==> src/rtl/dsp_sched_pkg.sv <==
// Shared widths, FSM state encoding and operand-pack layout for the SOP chain scheduler.
`default_nettype none

package dsp_sched_pkg;

   localparam int OP_W  = 74;
   localparam int RES_W = 37;

   // One stage's operand word is {by, ay, bx, ax}, LSB first.
   localparam int AX_LSB = 0;
   localparam int AX_W   = 18;
   localparam int BX_LSB = 18;
   localparam int BX_W   = 18;
   localparam int AY_LSB = 36;
   localparam int AY_W   = 19;
   localparam int BY_LSB = 55;
   localparam int BY_W   = 19;

   typedef enum logic [1:0] {
      ST_IDLE  = 2'd0,
      ST_RUN   = 2'd1,
      ST_DRAIN = 2'd2
   } sched_state_e;

   function automatic logic [OP_W-1:0] pack_ops(input logic [AX_W-1:0] ax,
                                                 input logic [BX_W-1:0] bx,
                                                 input logic [AY_W-1:0] ay,
                                                 input logic [BY_W-1:0] by);
      return {by, ay, bx, ax};
   endfunction

endpackage

`default_nettype wire

==> src/rtl/dsp_chain_sop_sched_if.sv <==
// Requester and result handshake bundle; the scheduler sits on the slave modport.
`default_nettype none

interface dsp_chain_sop_sched_if
   import dsp_sched_pkg::*;
#(
   parameter int CHAIN_LEN = 4
) ();

   logic [1:0]                req_valid;
   logic [1:0]                req_ready;
   logic [OP_W*CHAIN_LEN-1:0] req0_ops;
   logic [OP_W*CHAIN_LEN-1:0] req1_ops;
   logic                      res_valid;
   logic                      res_ready;
   logic [RES_W-1:0]          res_data;
   logic                      res_id;

   modport master (
      output req_valid, req0_ops, req1_ops, res_ready,
      input  req_ready, res_valid, res_data, res_id
   );

   modport slave (
      input  req_valid, req0_ops, req1_ops, res_ready,
      output req_ready, res_valid, res_data, res_id
   );

endinterface

`default_nettype wire

==> src/rtl/dsp_sched_fifo.sv <==
// Result buffer: power-of-two circular FIFO with occupancy count and zeroed read data when empty.
`default_nettype none

module dsp_sched_fifo #(
   parameter int  WIDTH = 38,
   parameter int  DEPTH = 8,
   localparam int PTR_W = $clog2(DEPTH),
   localparam int CNT_W = PTR_W + 1
) (
   input  logic             clk,
   input  logic             rst_n,
   input  logic             push,
   input  logic [WIDTH-1:0] wdata,
   input  logic             pop,
   output logic [WIDTH-1:0] rdata,
   output logic             empty,
   output logic [CNT_W-1:0] count
);

   logic [WIDTH-1:0] mem_q [DEPTH];
   logic [WIDTH-1:0] mem_d [DEPTH];
   logic [PTR_W-1:0] wr_ptr_q, wr_ptr_d;
   logic [PTR_W-1:0] rd_ptr_q, rd_ptr_d;
   logic [CNT_W-1:0] count_q, count_d;
   logic             do_push;
   logic             do_pop;

   // A push into a full buffer is still taken when the head leaves in the same cycle.
   assign do_pop  = pop && (count_q != '0);
   assign do_push = push && ((count_q != CNT_W'(DEPTH)) || do_pop);

   always_comb begin
      mem_d    = mem_q;
      wr_ptr_d = wr_ptr_q;
      rd_ptr_d = rd_ptr_q;
      count_d  = count_q;
      if (do_push) begin
         mem_d[wr_ptr_q] = wdata;
         wr_ptr_d        = wr_ptr_q + 1'b1;
      end
      if (do_pop) begin
         rd_ptr_d = rd_ptr_q + 1'b1;
      end
      case ({do_push, do_pop})
         2'b10:   count_d = count_q + 1'b1;
         2'b01:   count_d = count_q - 1'b1;
         default: count_d = count_q;
      endcase
   end

   always_ff @(posedge clk or negedge rst_n) begin
      if (!rst_n) begin
         wr_ptr_q <= '0;
         rd_ptr_q <= '0;
         count_q  <= '0;
      end else begin
         wr_ptr_q <= wr_ptr_d;
         rd_ptr_q <= rd_ptr_d;
         count_q  <= count_d;
      end
   end

   always_ff @(posedge clk) begin
      mem_q <= mem_d;
   end

   assign empty = (count_q == '0);
   assign count = count_q;
   assign rdata = empty ? '0 : mem_q[rd_ptr_q];

endmodule

`default_nettype wire

==> src/rtl/dsp_chain_sop_sched.sv <==
// Two-requester round-robin scheduler feeding a skewed int_sop_2 chain and buffering its results.
// Define DSP_SOP_SCHED_PERF_EN to add per-requester saturating grant counters (perf_cnt0/perf_cnt1).
`default_nettype none

module dsp_chain_sop_sched
   import dsp_sched_pkg::*;
#(
   parameter int CHAIN_LEN  = 4,
   parameter int RES_LAT    = 3,
   parameter int FIFO_DEPTH = 8
) (
   input  logic                      clk,
   input  logic                      rst_n,
   input  logic                      sched_en,
   dsp_chain_sop_sched_if.slave      bus,
   output logic [OP_W*CHAIN_LEN-1:0] dsp_ops,
   input  logic [RES_W-1:0]          chain_result,
   output logic                      busy
`ifdef DSP_SOP_SCHED_PERF_EN
   ,
   output logic [31:0]               perf_cnt0,
   output logic [31:0]               perf_cnt1
`endif
);

   localparam int TAG_LEN = CHAIN_LEN + RES_LAT;
   localparam int INFL_W  = $clog2(CHAIN_LEN + RES_LAT + 2);
   localparam int CNT_W   = $clog2(FIFO_DEPTH) + 1;

   sched_state_e              state_q, state_d;
   logic                      prio_q, prio_d;
   logic [TAG_LEN-1:0]        tag_vld_q, tag_vld_d;
   logic [TAG_LEN-1:0]        tag_id_q, tag_id_d;
   logic [INFL_W-1:0]         inflight_q, inflight_d;
   logic [CNT_W-1:0]          fifo_count;
   logic                      fifo_empty;
   logic                      credit_ok;
   logic                      can_issue;
   logic [1:0]                grant;
   logic                      issue;
   logic                      issue_id;
   logic                      capture;
   logic [OP_W*CHAIN_LEN-1:0] ops_sel;

   // Every in-flight job already owns a buffer slot, so the chain never needs back-pressure.
   assign credit_ok = (32'(fifo_count) + 32'(inflight_q)) < 32'(FIFO_DEPTH);
   assign can_issue = (state_q == ST_RUN) && sched_en && credit_ok;

   always_comb begin
      grant = 2'b00;
      if (can_issue) begin
         case (bus.req_valid)
            2'b01:   grant = 2'b01;
            2'b10:   grant = 2'b10;
            2'b11:   grant = prio_q ? 2'b10 : 2'b01;
            default: grant = 2'b00;
         endcase
      end
   end

   assign issue         = |grant;
   assign issue_id      = grant[1];
   assign bus.req_ready = grant;
   assign ops_sel       = issue_id ? bus.req1_ops : bus.req0_ops;
   assign capture       = tag_vld_q[TAG_LEN-1];

   always_comb begin
      state_d    = state_q;
      prio_d     = issue ? ~issue_id : prio_q;
      tag_vld_d  = {tag_vld_q[TAG_LEN-2:0], issue};
      tag_id_d   = {tag_id_q[TAG_LEN-2:0], issue_id};
      inflight_d = inflight_q;
      case ({issue, capture})
         2'b10:   inflight_d = inflight_q + 1'b1;
         2'b01:   inflight_d = inflight_q - 1'b1;
         default: inflight_d = inflight_q;
      endcase
      case (state_q)
         ST_IDLE:  if (sched_en) state_d = ST_RUN;
         ST_RUN:   if (!sched_en) state_d = (inflight_q != '0) ? ST_DRAIN : ST_IDLE;
         ST_DRAIN: begin
            if (sched_en)                state_d = ST_RUN;
            else if (inflight_q == '0)   state_d = ST_IDLE;
         end
         default:  state_d = ST_IDLE;
      endcase
   end

   always_ff @(posedge clk or negedge rst_n) begin
      if (!rst_n) begin
         state_q    <= ST_IDLE;
         prio_q     <= 1'b0;
         tag_vld_q  <= '0;
         tag_id_q   <= '0;
         inflight_q <= '0;
      end else begin
         state_q    <= state_d;
         prio_q     <= prio_d;
         tag_vld_q  <= tag_vld_d;
         tag_id_q   <= tag_id_d;
         inflight_q <= inflight_d;
      end
   end

   // Stage k sees its operands k cycles after stage 0, matching the chain's cascade latency.
   for (genvar k = 0; k < CHAIN_LEN; k++) begin : g_stage
      logic [OP_W-1:0] skew_q [k+1];
      logic [OP_W-1:0] skew_d [k+1];

      always_comb begin
         skew_d[0] = issue ? ops_sel[k*OP_W +: OP_W] : '0;
         for (int j = 1; j <= k; j++) begin
            skew_d[j] = skew_q[j-1];
         end
      end

      always_ff @(posedge clk or negedge rst_n) begin
         if (!rst_n) begin
            skew_q <= '{default: '0};
         end else begin
            skew_q <= skew_d;
         end
      end

      assign dsp_ops[k*OP_W +: OP_W] = skew_q[k];
   end

   dsp_sched_fifo #(
      .WIDTH (RES_W + 1),
      .DEPTH (FIFO_DEPTH)
   ) u_res_fifo (
      .clk   (clk),
      .rst_n (rst_n),
      .push  (capture),
      .wdata ({tag_id_q[TAG_LEN-1], chain_result}),
      .pop   (bus.res_valid && bus.res_ready),
      .rdata ({bus.res_id, bus.res_data}),
      .empty (fifo_empty),
      .count (fifo_count)
   );

   assign bus.res_valid = !fifo_empty;
   assign busy          = (inflight_q != '0) || !fifo_empty;

`ifdef DSP_SOP_SCHED_PERF_EN
   logic [31:0] perf_cnt0_q, perf_cnt0_d;
   logic [31:0] perf_cnt1_q, perf_cnt1_d;

   always_comb begin
      perf_cnt0_d = perf_cnt0_q;
      perf_cnt1_d = perf_cnt1_q;
      if (grant[0] && (perf_cnt0_q != '1)) perf_cnt0_d = perf_cnt0_q + 1'b1;
      if (grant[1] && (perf_cnt1_q != '1)) perf_cnt1_d = perf_cnt1_q + 1'b1;
   end

   always_ff @(posedge clk or negedge rst_n) begin
      if (!rst_n) begin
         perf_cnt0_q <= '0;
         perf_cnt1_q <= '0;
      end else begin
         perf_cnt0_q <= perf_cnt0_d;
         perf_cnt1_q <= perf_cnt1_d;
      end
   end

   assign perf_cnt0 = perf_cnt0_q;
   assign perf_cnt1 = perf_cnt1_q;
`endif

endmodule

`default_nettype wire

==> src/flat_wrapper.sv <==
// flat-port wrapper written by rule: the top's interface ports become plain ports
module dsp_chain_sop_sched_flat import dsp_sched_pkg::*;
#(
   parameter int CHAIN_LEN  = 4,
   parameter int RES_LAT    = 3,
   parameter int FIFO_DEPTH = 8
)
  (clk, rst_n, sched_en, dsp_ops, chain_result, busy, bus_req_valid, bus_req0_ops, bus_req1_ops, bus_res_ready, bus_req_ready, bus_res_valid, bus_res_data, bus_res_id);
  dsp_chain_sop_sched_if #(.CHAIN_LEN(CHAIN_LEN)) bus_i ();
  input  logic clk;
  input  logic rst_n;
  input  logic sched_en;
  output logic [OP_W*CHAIN_LEN-1:0] dsp_ops;
  input  logic [RES_W-1:0] chain_result;
  output logic busy;
  input wire logic [$bits(bus_i.req_valid)-1:0] bus_req_valid;
  input wire logic [$bits(bus_i.req0_ops)-1:0] bus_req0_ops;
  input wire logic [$bits(bus_i.req1_ops)-1:0] bus_req1_ops;
  input wire logic [$bits(bus_i.res_ready)-1:0] bus_res_ready;
  output wire logic [$bits(bus_i.req_ready)-1:0] bus_req_ready;
  output wire logic [$bits(bus_i.res_valid)-1:0] bus_res_valid;
  output wire logic [$bits(bus_i.res_data)-1:0] bus_res_data;
  output wire logic [$bits(bus_i.res_id)-1:0] bus_res_id;
  assign bus_i.req_valid = bus_req_valid;
  assign bus_i.req0_ops = bus_req0_ops;
  assign bus_i.req1_ops = bus_req1_ops;
  assign bus_i.res_ready = bus_res_ready;
  assign bus_req_ready = bus_i.req_ready;
  assign bus_res_valid = bus_i.res_valid;
  assign bus_res_data = bus_i.res_data;
  assign bus_res_id = bus_i.res_id;
  dsp_chain_sop_sched #(.CHAIN_LEN(CHAIN_LEN), .RES_LAT(RES_LAT), .FIFO_DEPTH(FIFO_DEPTH)) u_core (.clk(clk), .rst_n(rst_n), .sched_en(sched_en), .bus(bus_i), .dsp_ops(dsp_ops), .chain_result(chain_result), .busy(busy));
endmodule
==> config.mk <==
export PLATFORM = sky130hd
export DESIGN_NAME = dsp_chain_sop_sched_flat
export DESIGN_NICKNAME = d
export VERILOG_FILES = /design/src/rtl/dsp_sched_pkg.sv /design/src/rtl/dsp_chain_sop_sched_if.sv /design/src/rtl/dsp_sched_fifo.sv /design/src/rtl/dsp_chain_sop_sched.sv /design/src/flat_wrapper.sv
export SDC_FILE = /design/constraint.sdc
export NUM_CORES = 1
export LEC_CHECK = 0
export CAP_MARGIN = 20
export CORE_AREA = 3 3 375 377
export DETAILED_ROUTE_END_ITERATION = 7
export DIE_AREA = 0 0 378 380
export DONT_BUFFER_PORTS = 1
export GPL_ROUTABILITY_DRIVEN = 0
export PLACE_DENSITY = 0.5
export SYNTH_ARGS = -nofsm -noshare
export SYNTH_HDL_FRONTEND = slang
export SYNTH_HIERARCHICAL = 1
export SYNTH_SLANG_ARGS = --single-unit
==> constraint.sdc <==
create_clock -name clk -period 7.8 [get_ports clk]
set_input_delay 0.78 -clock clk [delete_from_list [all_inputs] [get_ports clk]]
set_output_delay 0.78 -clock clk [all_outputs]
set_load 0.02 [all_outputs]
==> impl_results.rst <==
.. list-table::
   :header-rows: 1

   * - Metric
     - Value
   * - Placed insts
     - roughly 3700
   * - Most common library cell in the layout ignoring fill and taps
     - dfrtp_1
   * - Fraction of power spent switching nets
     - 31.0%
   * - Clock transition at the registers of the reported paths
     - 0.06 ns
   * - Width of the chip
     - 378 um
   * - Leftover overflow at the end of global routing
     - 0
   * - Slew at the pin with the worst max-slew slack
     - 1.29 ns
   * - Register bit total from synthesis
     - approximately 1100
   * - Number of placement rows
     - 136
   * - Global-route usage over all layers
     - 21.1%
   * - Maximum operating frequency
     - 229 MHz
   * - Commonest cells after routing, fill and taps aside
     - 768 x dfrtp_1, 342 x nor2_1, 304 x edfxtp_1, 296 x a32oi_1, 118 x clkbuf_16
   * - Sequential cell fraction of total power
     - 47.6%
   * - Cts bufs inserted
     - 117
   * - Length of the first detailed-routing pass in iterations
     - 7
   * - Number of antenna violations at the first check in global routing
     - 90
   * - Portion of the clock cycle consumed by the worst path in the final layout
     - 55.9%
   * - Clock Tree Buf Depth
     - 3
   * - Area of the multi-input gates
     - 0.00677 mm2
   * - Crit start category
     - flop
   * - Number of nets in the finished design
     - 2713
   * - Final-layout fill cell count
     - 13400
   * - H-tree Lvls
     - 3
   * - Setup Buffers After CTS
     - 0
   * - Detail-routed net length per standard cell
     - 38.9 um
   * - Root Driver
     - clkbuf_16
   * - NetSw
     - around 4.7 mW
   * - Total chip power
     - 15.0 mW
   * - First-pass GRT wire length
     - 200000 um
   * - Maxcap violations
     - 0
   * - Area growth from synthesis to layout
     - 15.9%
   * - Core Box Area
     - approximately 0.14 mm2
   * - Final TNS setup
     - 0 ns
   * - Post-synth top flop
     - dfrtp_1
   * - Portion of the post-synthesis area used by sequential elements
     - 78.5%
   * - Kind of critical path
     - reg2out
   * - Detailed router's first-iteration violation count
     - 2113
   * - Synth top area share
     - between 50% and 60%
   * - Post-synth top area cell
     - dfrtp_1
   * - Via count of the first global-routing pass
     - 20259
   * - DP Wirelength
     - between 100000 and 150000 um
   * - Cell internal pwr
     - approximately 10 mW
   * - Antenna Violating Nets Remaining
     - 0
   * - Final max-slew violation count
     - 0
   * - Library cells used by synthesis
     - between 50 and 60
   * - Async S/R FF share, synth
     - between 70% and 80%
   * - Combinational group share of total power
     - 14.8%
   * - Remaining max-slew budget at the tightest pin
     - 12.9%
   * - Die Area
     - 0.144 mm2
   * - Top-level I/O count
     - 973
   * - Gate count after technology mapping
     - 2084
   * - Port bufs
     - 0
   * - DRC viols
     - 0
   * - Mapped Nets
     - 2730
   * - Warnings from Yosys
     - 6
   * - Post-synthesis instance area
     - approximately 0.036 mm2
   * - Num Clock Sinks
     - 1075
   * - Type of the worst min-delay path
     - in2reg
   * - Min cycle time layout
     - 4.36 ns
   * - Peak VDD IR
     - 247 uV
   * - Cell types with the largest area share after synthesis
     - dfrtp_1 53%, edfxtp_1 25%, a32oi_1 7.2%, mux4_2 4.7%, nor2_1 3.6%
   * - Clock network power share
     - 37.6%
   * - Fraction of layout instances using a drive strength above 1
     - 14.8%
   * - Non-Filler Instances
     - 4004
   * - Post-synth EDFFs
     - 304
   * - Vias after detailed routing
     - 19667
   * - Critical Path End Type
     - output pin
   * - Final setup violation count
     - 0
   * - TritonCTS clock tree
     - done
   * - Register Area
     - ~0.028 mm2
   * - Clock network latency to the later pin of the worst-skew pair
     - just over 0.7 ns
   * - Leak pwr
     - 17.4 nW
   * - Setup Skew
     - 0.0291 ns
   * - Initial standard-cell utilization of the core
     - 26.3%
   * - Average vias per placed instance
     - 4.91
   * - Arrival time worst endpoint
     - ~3.6 ns
   * - Post-Route Utilization
     - 30.5%
   * - Average size of a mapped cell
     - 17.4 um2
   * - RSZ-0062 raised after global routing
     - false
   * - Number of gates resized after CTS
     - 0
   * - Outcome
     - completed
   * - PD cells
     - 358 mW/mm2
   * - Required time of the worst setup path
     - 7.02 ns
   * - Routed wire length
     - 156000 um
   * - Crit-path max FO
     - 45
   * - Hold violation total from the final report
     - 0
   * - Height of the die
     - 380 um
   * - Pin count of the biggest net entering global routing
     - 772
final cells by class:
| cell class | instances | share of cell area, % |
|---|---|---|
| sequential | 1075 | 67.8 |
| multi-input combinational | 836 | 16.1 |
| clock buffer | 150 | 7.76 |
| tap | 1794 | 5.35 |
| clock inverter | 66 | 1.75 |
| timing repair buffer | 27 | 0.847 |
| antenna | 46 | 0.274 |
| inverter | 10 | 0.0895 |
power groups by stage:
stage	Sequential (mW)	Clock, mW	Combinational (mW)
floorplan	6.71	0	1.91
finish	7.15	5.65	2.22
detailed placement	7.27	0	2.15
CTS	7.16	5.80	2.15
global route	7.20	6.03	2.39
global placement	7.26	0	2.11
kinds of logic (layout without fill, tap and decap cells):
| logic type | Yosys count | after routing | synth area share [%] |
|---|---|---|---|
| other | 0 | 46 | 0 |
| buffers and inverters | 173 | 253 | 2.98 |
| AO/OA/AOI/OAI | 320 | 320 | 7.78 |
| AND/OR/NAND/NOR | 374 | 374 | 4.07 |
| XOR/XNOR | 11 | 11 | 0.266 |
| adder cells (fa/ha/maj) | 11 | 11 | 0.401 |
| flip-flops | 1075 | 1075 | 78.5 |
| multiplexers | 120 | 120 | 5.97 |
synth_stat cells, types with 2 or more instances:
| cell type | number |
|---|---|
| o21a_1 | 2 |
| a32oi_1 | 296 |
| nor4_1 | 2 |
| buf_12 | 4 |
| nand2b_1 | 5 |
| o2111ai_1 | 2 |
| ha_1 | 10 |
| buf_6 | 31 |
| or3_1 | 2 |
| dfrtp_1 | 771 |
| mux2i_1 | 40 |
| xnor2_1 | 8 |
| nor2_1 | 345 |
| clkbuf_1 | 44 |
| o211ai_1 | 3 |
| mux2_1 | 2 |
| o221ai_1 | 2 |
| xor2_1 | 3 |
| nor3_1 | 5 |
| inv_1 | 8 |
| edfxtp_1 | 304 |
| mux4_2 | 76 |
| inv_2 | 2 |
| nor2b_1 | 3 |
| buf_4 | 11 |
| buf_2 | 68 |
| buf_1 | 4 |
| nand2_1 | 5 |
flip-flops by register name, summed over array words and instances, names as in the netlist:
register	count
u_core/g_stage.skew_d	444
u_core/u_res_fifo/mem_q	304
u_core/dsp_ops	222
u_core/g_stage.skew_q	74
u_core/tag_id_q	7
u_core/tag_vld_q	7
u_core/inflight_q	4
u_core/u_res_fifo/count	4
u_core/u_res_fifo/rd_ptr_q	3
u_core/u_res_fifo/wr_ptr_q	3
u_core/state_q	2
u_core/prio_q	1
metal layers:
layer,vias up,GRT usage (%),wire (um)
li1,7789,-,-
met2,1154,30.6,66800
met4,50,8.47,6580
met1,10366,25.6,59700
met5,-,0,319
met3,308,12.2,22200
critical path: stages (launching register included):
cell and delay [ns]:
dfrtp_4 1.02, buf_4 0.67, mux4_2 0.58, mux2i_1 0.34
nor2_1 0.20
path summary, 6_finish.rpt:
kind | start | endpoint | slack [ns] | cells past startpoint
max reg2reg | u_core/u_res_fifo/count[1] | u_core/u_res_fifo/mem_q[90] | 4.03 | 7
min | sched_en | u_core/state_q[1] | 0.12 | 1
max in group asynchronous | rst_n | u_core/dsp_ops[117] | 5.21 | 3
min reg2reg | u_core/g_stage[2].skew_d[18] | u_core/dsp_ops[166] | 0.34 | 0
min in group asynchronous | rst_n | u_core/g_stage[2].skew_d[70] | 0.13 | 1
max | u_core/u_res_fifo/rd_ptr_q[0] | bus_res_data[16] | 3.44 | 4
per-stage QoR:
| stage | area [um2] | setup slack, ns | hold WS (ns) |
|---|---|---|---|
| finish | 41900 | 3.44 | 0.125 |
| global route | 41900 | 3.19 | 0.0816 |
| CTS | 41700 | 3.24 | -0.304 |
| detailed placement | 37700 | 3.37 | 0.335 |
| global placement | 37700 | 3.55 | 0.333 |
| floorplan | 36200 | 2.22 | 0.331 |
Power figures use the tool's default switching activity.
